--- config.mk ---
export PLATFORM = sky130hd
export DESIGN_NAME = airi5c_sram_ahb_slave
export DESIGN_NICKNAME = d
export VERILOG_FILES = /design/src/rtl/airi5c_sram_ahb_slave.sv
export SDC_FILE = /design/constraint.sdc
export NUM_CORES = 1
export LEC_CHECK = 0
export CELL_PAD_IN_SITES_DETAIL_PLACEMENT = 2
export CELL_PAD_IN_SITES_GLOBAL_PLACEMENT = 2
export CORE_ASPECT_RATIO = 1.25
export CORE_MARGIN = 2
export CORE_UTILIZATION = 13
export DETAILED_ROUTE_END_ITERATION = 8
export PLACE_DENSITY = 0.88
export SETUP_SLACK_MARGIN = 0.02
export SLEW_MARGIN = 20
export SYNTH_ARGS = -nofsm -noshare
export SYNTH_HDL_FRONTEND = slang
export SYNTH_SLANG_ARGS = --single-unit
--- constraint.sdc ---
create_clock -name clk -period 2.7 [get_ports clk]
set_input_delay 0.27 -clock clk [delete_from_list [all_inputs] [get_ports clk]]
set_output_delay 0.27 -clock clk [all_outputs]
set_load 0.05 [all_outputs]
--- src/rtl/airi5c_sram_ahb_slave.sv ---
// airi5c_sram_ahb_slave: AHB-Lite slave in front of a single-port sync SRAM.
// Reads issue in the address phase; a read right behind a write waits one cycle.
module airi5c_sram_ahb_slave #(
    parameter int MEM_WORDS = 4096,
    parameter int ADDR_BITS = 12,
    parameter int READ_WAIT = 0
) (
    input  logic                 clk,
    input  logic                 reset,
    input  logic                 hsel,
    input  logic [31:0]          haddr,
    input  logic                 hwrite,
    input  logic [2:0]           hsize,
    input  logic [1:0]           htrans,
    input  logic [31:0]          hwdata,
    output logic [31:0]          hrdata,
    output logic                 hready,
    output logic                 hresp,
    output logic                 sram_cs,
    output logic                 sram_we,
    output logic [3:0]           sram_be,
    output logic [ADDR_BITS-1:0] sram_addr,
    output logic [31:0]          sram_wdata,
    input  logic [31:0]          sram_rdata
);
    typedef enum logic [2:0] {
        S_IDLE, S_WRITE, S_RD_PEND, S_READ, S_ERR1, S_ERR2
    } state_t;

    state_t               state_q, state_d;
    logic [ADDR_BITS-1:0] addr_q, addr_d;
    logic [3:0]           be_q, be_d;
    logic [2:0]           cnt_q, cnt_d;

    logic [ADDR_BITS-1:0] word_a;
    logic [3:0]           be_a;
    logic                 illegal;
    logic                 out_range;
    logic                 can_acc;
    logic                 unused_htrans;

    assign unused_htrans = htrans[0];
    assign word_a        = haddr[ADDR_BITS+1:2];
    assign out_range     = (haddr[31:ADDR_BITS+2] != '0)
                        || ({2'b00, haddr[31:2]} >= 32'(MEM_WORDS));

    always_comb begin
        illegal = out_range;
        be_a    = 4'hF;
        unique case (hsize)
            3'd0: be_a = 4'b0001 << haddr[1:0];
            3'd1: begin
                be_a    = 4'b0011 << {haddr[1], 1'b0};
                illegal = illegal | haddr[0];
            end
            3'd2: illegal = illegal | (haddr[1:0] != 2'b00);
            default: illegal = 1'b1;
        endcase
    end

    always_comb begin
        state_d    = state_q;
        addr_d     = addr_q;
        be_d       = be_q;
        cnt_d      = cnt_q;
        hready     = 1'b1;
        hresp      = 1'b0;
        hrdata     = '0;
        sram_cs    = 1'b0;
        sram_we    = 1'b0;
        sram_be    = '0;
        sram_addr  = '0;
        sram_wdata = '0;
        can_acc    = 1'b0;
        unique case (state_q)
            S_IDLE: can_acc = 1'b1;
            S_WRITE: begin
                sram_cs    = 1'b1;
                sram_we    = 1'b1;
                sram_be    = be_q;
                sram_addr  = addr_q;
                sram_wdata = hwdata;
                can_acc    = 1'b1;
                state_d    = S_IDLE;
            end
            S_RD_PEND: begin
                hready    = 1'b0;
                sram_cs   = 1'b1;
                sram_be   = be_q;
                sram_addr = addr_q;
                state_d   = S_READ;
                cnt_d     = 3'(READ_WAIT);
            end
            S_READ: begin
                if (cnt_q != 3'd0) begin
                    hready    = 1'b0;
                    sram_cs   = 1'b1;
                    sram_be   = be_q;
                    sram_addr = addr_q;
                    cnt_d     = cnt_q - 3'd1;
                end else begin
                    hrdata  = sram_rdata;
                    can_acc = 1'b1;
                    state_d = S_IDLE;
                end
            end
            S_ERR1: begin
                hready  = 1'b0;
                hresp   = 1'b1;
                state_d = S_ERR2;
            end
            S_ERR2: begin
                hresp   = 1'b1;
                can_acc = 1'b1;
                state_d = S_IDLE;
            end
            default: state_d = S_IDLE;
        endcase

        // A read arriving during a write data phase must wait for the port.
        if (can_acc && hsel && htrans[1]) begin
            if (illegal) begin
                state_d = S_ERR1;
            end else begin
                addr_d = word_a;
                be_d   = be_a;
                if (hwrite) begin
                    state_d = S_WRITE;
                end else if (state_q == S_WRITE) begin
                    state_d = S_RD_PEND;
                end else begin
                    sram_cs   = 1'b1;
                    sram_we   = 1'b0;
                    sram_be   = be_a;
                    sram_addr = word_a;
                    state_d   = S_READ;
                    cnt_d     = 3'(READ_WAIT);
                end
            end
        end

        if (reset) begin
            hready     = 1'b1;
            hresp      = 1'b0;
            hrdata     = '0;
            sram_cs    = 1'b0;
            sram_we    = 1'b0;
            sram_be    = '0;
            sram_addr  = '0;
            sram_wdata = '0;
        end
    end

    always_ff @(posedge clk) begin
        if (reset) begin
            state_q <= S_IDLE;
            addr_q  <= '0;
            be_q    <= '0;
            cnt_q   <= '0;
        end else begin
            state_q <= state_d;
            addr_q  <= addr_d;
            be_q    <= be_d;
            cnt_q   <= cnt_d;
        end
    end
endmodule

==> impl_metrics.xml <==
<?xml version="1.0" encoding="UTF-8"?>
<metrics>
  <group name="timing">
    <metric name="fin_worst_skew" unit="ns">0.000906</metric>
    <metric name="tightest_slew" unit="ns">0.547</metric>
    <metric name="slew_violations" unit="">0</metric>
    <metric name="grt_setup_unrepaired" unit="">yes</metric>
    <metric name="totalNegativeSetupSlack" unit="ns">0</metric>
    <metric name="final_hold_violation_count" unit="">0</metric>
    <metric name="tightest_slew_margin_relative_to_the_limit" unit="">0.632</metric>
    <metric name="period_share" unit="">0.985</metric>
    <metric name="timing.final.setup_violations" unit="">0</metric>
    <metric name="fin_crit" unit="ns">2.66</metric>
    <metric name="max_clock_freq" unit="MHz">376</metric>
  </group>
  <group name="pwr">
    <metric name="leakagePower" unit="nW">1.88</metric>
    <metric name="total_power_consumption_of_the_routed_design" unit="mW">1.06</metric>
    <metric name="power-per-cell-area" unit="nW/um2">215</metric>
    <metric name="worst_ir_drop_vdd" unit="uV">173</metric>
  </group>
  <group name="floorplanning">
    <metric name="io-pin-count" unit="">189</metric>
    <metric name="rows" unit="">50</metric>
    <metric name="die_h" unit="um">141</metric>
    <metric name="die_area" unit="um2">16100</metric>
    <metric name="initial_utilization" unit="">0.132</metric>
    <metric name="floorplan.core_area" unit="um2">14900</metric>
    <metric name="floorplan.die.width" unit="um">114</metric>
  </group>
  <group name="detailed_routing">
    <metric name="route.vias.total" unit="">2933</metric>
    <metric name="drt_first_pass_iters" unit="">4</metric>
    <metric name="finalWirelength" unit="mm">12.0</metric>
    <metric name="drt-initial-drc-count" unit="">80</metric>
    <metric name="routed_via_density" unit="">4.46</metric>
    <metric name="drtAntennaViolNets" unit="">0</metric>
    <metric name="drc" unit="">0</metric>
    <metric name="wire_per_inst" unit="um">18.2</metric>
  </group>
  <group name="final_layout">
    <metric name="fillers" unit="">1624</metric>
    <metric name="syn2layout_area_growth" unit="%">151</metric>
    <metric name="postLayoutCellArea" unit="um2">4920</metric>
    <metric name="layout-drive-gt1-share" unit="">0.269</metric>
    <metric name="final_nets" unit="">585</metric>
    <metric name="antenna-diode-count" unit="">0</metric>
  </group>
  <group name="synth">
    <metric name="number_of_flip_flops_and_latches_in_the_synthesized_netlist" unit="">22</metric>
    <metric name="yosys.area.top_type_share" unit="">0.225</metric>
    <metric name="mappedNetlistArea" unit="um2">1960</metric>
    <metric name="synth.top_cells.by_area" unit="">dfxtp_1 22%, and2_1 11%, and3_1 11%, a21oi_1 8.9%, nand3_1 7.7%</metric>
    <metric name="synth_compound_area_frac" unit="">0.228</metric>
    <metric name="synthTopCellsByCount" unit="">35 x a21oi_1, 34 x and2_1, 33 x and3_1</metric>
    <metric name="synth.lib_cells_used.distinct" unit="">37</metric>
    <metric name="synthDominantAreaCellType" unit="">dfxtp_1</metric>
    <metric name="post_synth_mux_area_share" unit="">0.00511</metric>
    <metric name="synth_xor_xnor_area_share" unit="">0.00447</metric>
    <metric name="synth_nets" unit="">401</metric>
    <metric name="number_of_enable_type_register_cells_in_the_synthesized_netlist" unit="">0</metric>
    <metric name="synth_fa_ha_area_frac" unit="">0.0128</metric>
    <metric name="yosys_warnings" unit="">0</metric>
    <metric name="post_synth.cell_area_avg" unit="um2">6.66</metric>
    <metric name="register_area_share_after_synthesis" unit="">0.225</metric>
    <metric name="synth.most_common_cell" unit="">a21oi_1</metric>
    <metric name="asyncSetResetFlopFracSynth" unit="">0</metric>
    <metric name="synthCells" unit="">294</metric>
    <metric name="dominant_combinational_cell_family_by_area_after_synthesis" unit="">simple AND/OR/NAND/NOR gates</metric>
    <metric name="post_synth_simple_gate_area" unit="">0.445</metric>
    <metric name="synth_ff_type" unit="">dfxtp_1</metric>
  </group>
  <group name="status">
    <metric name="outcome" unit="">completed</metric>
  </group>
  <group name="clock_network">
    <metric name="cts_hold_buffers" unit="">0</metric>
    <metric name="clockBufferDepth" unit="">2</metric>
    <metric name="clkTransAtPathRegs" unit="ns">0.06</metric>
    <metric name="insertion_delay_to_the_later_sink_of_the_worst_skew_pair" unit="ns">0.25</metric>
    <metric name="clock_buffer_count_from_cts" unit="">3</metric>
    <metric name="cts_tree" unit="">yes</metric>
    <metric name="cts_setup_buffers" unit="">0</metric>
    <metric name="ctsHtreeMaxLevel" unit="">1</metric>
    <metric name="cts-root-buf" unit="">clkbuf_16</metric>
    <metric name="cts_sinks" unit="">22</metric>
  </group>
  <group name="placement">
    <metric name="numPortBuffers" unit="">187</metric>
    <metric name="final_estimated_routing_congestion_in_global_placement" unit="">0.773</metric>
    <metric name="dp.final_hpwl" unit="mm">10.4</metric>
    <metric name="placement.cell_area" unit="um2">4800</metric>
  </group>
  <group name="global_route">
    <metric name="overflow" unit="">0</metric>
    <metric name="antenna_found_initial" unit="">0</metric>
    <metric name="via_count_of_the_first_global_routing_pass" unit="">3476</metric>
    <metric name="grt_use_total" unit="">0.147</metric>
    <metric name="grt_start_max_net_pins" unit="">35</metric>
    <metric name="grt_pass1_wl" unit="mm">18.7</metric>
  </group>
  <group name="setup_path">
    <metric name="cp_data_required_time" unit="ns">2.43</metric>
    <metric name="critPathMaxStageDelay" unit="ns">0.55</metric>
    <metric name="cp-end-kind" unit="">output port</metric>
    <metric name="critPathSlowestCell" unit="">or4_4</metric>
    <metric name="worst_path_cell_chain" unit="">clkdlybuf4s50_1, or4_4, nor2_4, and4_2, a32oi_1, buf_4, a21oi_1, buf_12</metric>
    <metric name="critPathLaunchType" unit="">input port</metric>
    <metric name="timing.critical_path.fanout_max" unit="">13</metric>
    <metric name="crit_arrival" unit="ns">2.39</metric>
    <metric name="worst-setup-path-type" unit="">input port to output port</metric>
  </group>
  <group name="job">
    <metric name="maxCapViolations" unit="">0</metric>
  </group>
  <group name="worst_hold_path">
    <metric name="hold_path.class" unit="">register to register</metric>
  </group>
</metrics>
state kept, by name, indices dropped and copies added, names as in the netlist:
register  cells
be_q          4
cnt_q         3
addr_q       12
state_q       3
cell families (layout without fill, tap and decap cells):
kind of cell,after synthesis,in the layout
simple gates,153,153
buf+inv,37,219
compound gates,78,78
flops,22,22
fa+ha+maj,2,2
xor+xnor,1,1
mux,1,1
metrics by stage:
stage,worst slack [ns],utilization,hold slack (ns),instances
floorplan,0.0770,-,0.418,294
global route,-0.0599,0.331,0.512,658
global placement,0.0410,0.323,0.459,655
finish,0.0415,0.331,0.477,658
detailed placement,-0.0159,0.323,0.472,655
CTS,0.0212,0.328,0.482,658
final timing paths:
kind | startpoint | end | slack [ns] | cells past startpoint
hold reg to reg | addr_q[7] | addr_q[7] | 0.48 | 2
hold / removal | addr_q[7] | addr_q[7] | 0.48 | 2
setup reg to reg | state_q[1] | cnt_q[1] | 0.64 | 6
setup / recovery | haddr[19] | sram_addr[2] | 0.04 | 8
placed cells by master (no fill, tap or decap), drive strengths merged, types with 4 or more instances in the layout:
cell type,count
buf,105
clkdlybuf4s50,103
a21oi,35
and2,34
and3,33
nand3,30
o21ai,30
dfxtp,22
nand2,17
nor3,14
inv,8
nor2,8
nor4,4
nand2b,4
timing repair:
| item | CTS | global route |
|---|---|---|
| resized for setup | 3 | 12 |
| endpoints found under the hold margin | 0 | 0 |
| endpoints found under the setup margin | 13 | 16 |
cell type report:
cell class	count	area (um2)	area share
Clock buffer	3	75.1	0.0152
Inverter	8	30.0	0.00610
Multi-Input combinational cell	235	1420	0.288
Sequential cell	22	442	0.0897
Tap cell	182	228	0.0462
Timing Repair Buffer	208	2730	0.555
where the power goes:
group          switching [mW]  internal [mW]
clock                   0.120          0.196
sequential            0.00676          0.328
combinational           0.187          0.223
total                   0.314          0.747
metal layers:
layer,routed length (um),GRT usage,share of wire
met4,316,0.0456,0.026
met1,3970,0.137,0.33
met3,933,0.0444,0.078
met5,0,0,0
met2,6750,0.300,0.56
critical path: cells and delay by family:
kind / cells / cell delay [ns]
AOI/OAI and AO/OA: 2 / 0.36
buffers and inverters: 3 / 0.80
and+or+nand+nor: 3 / 0.96
Note: power is estimated with default switching activity, not from simulation.
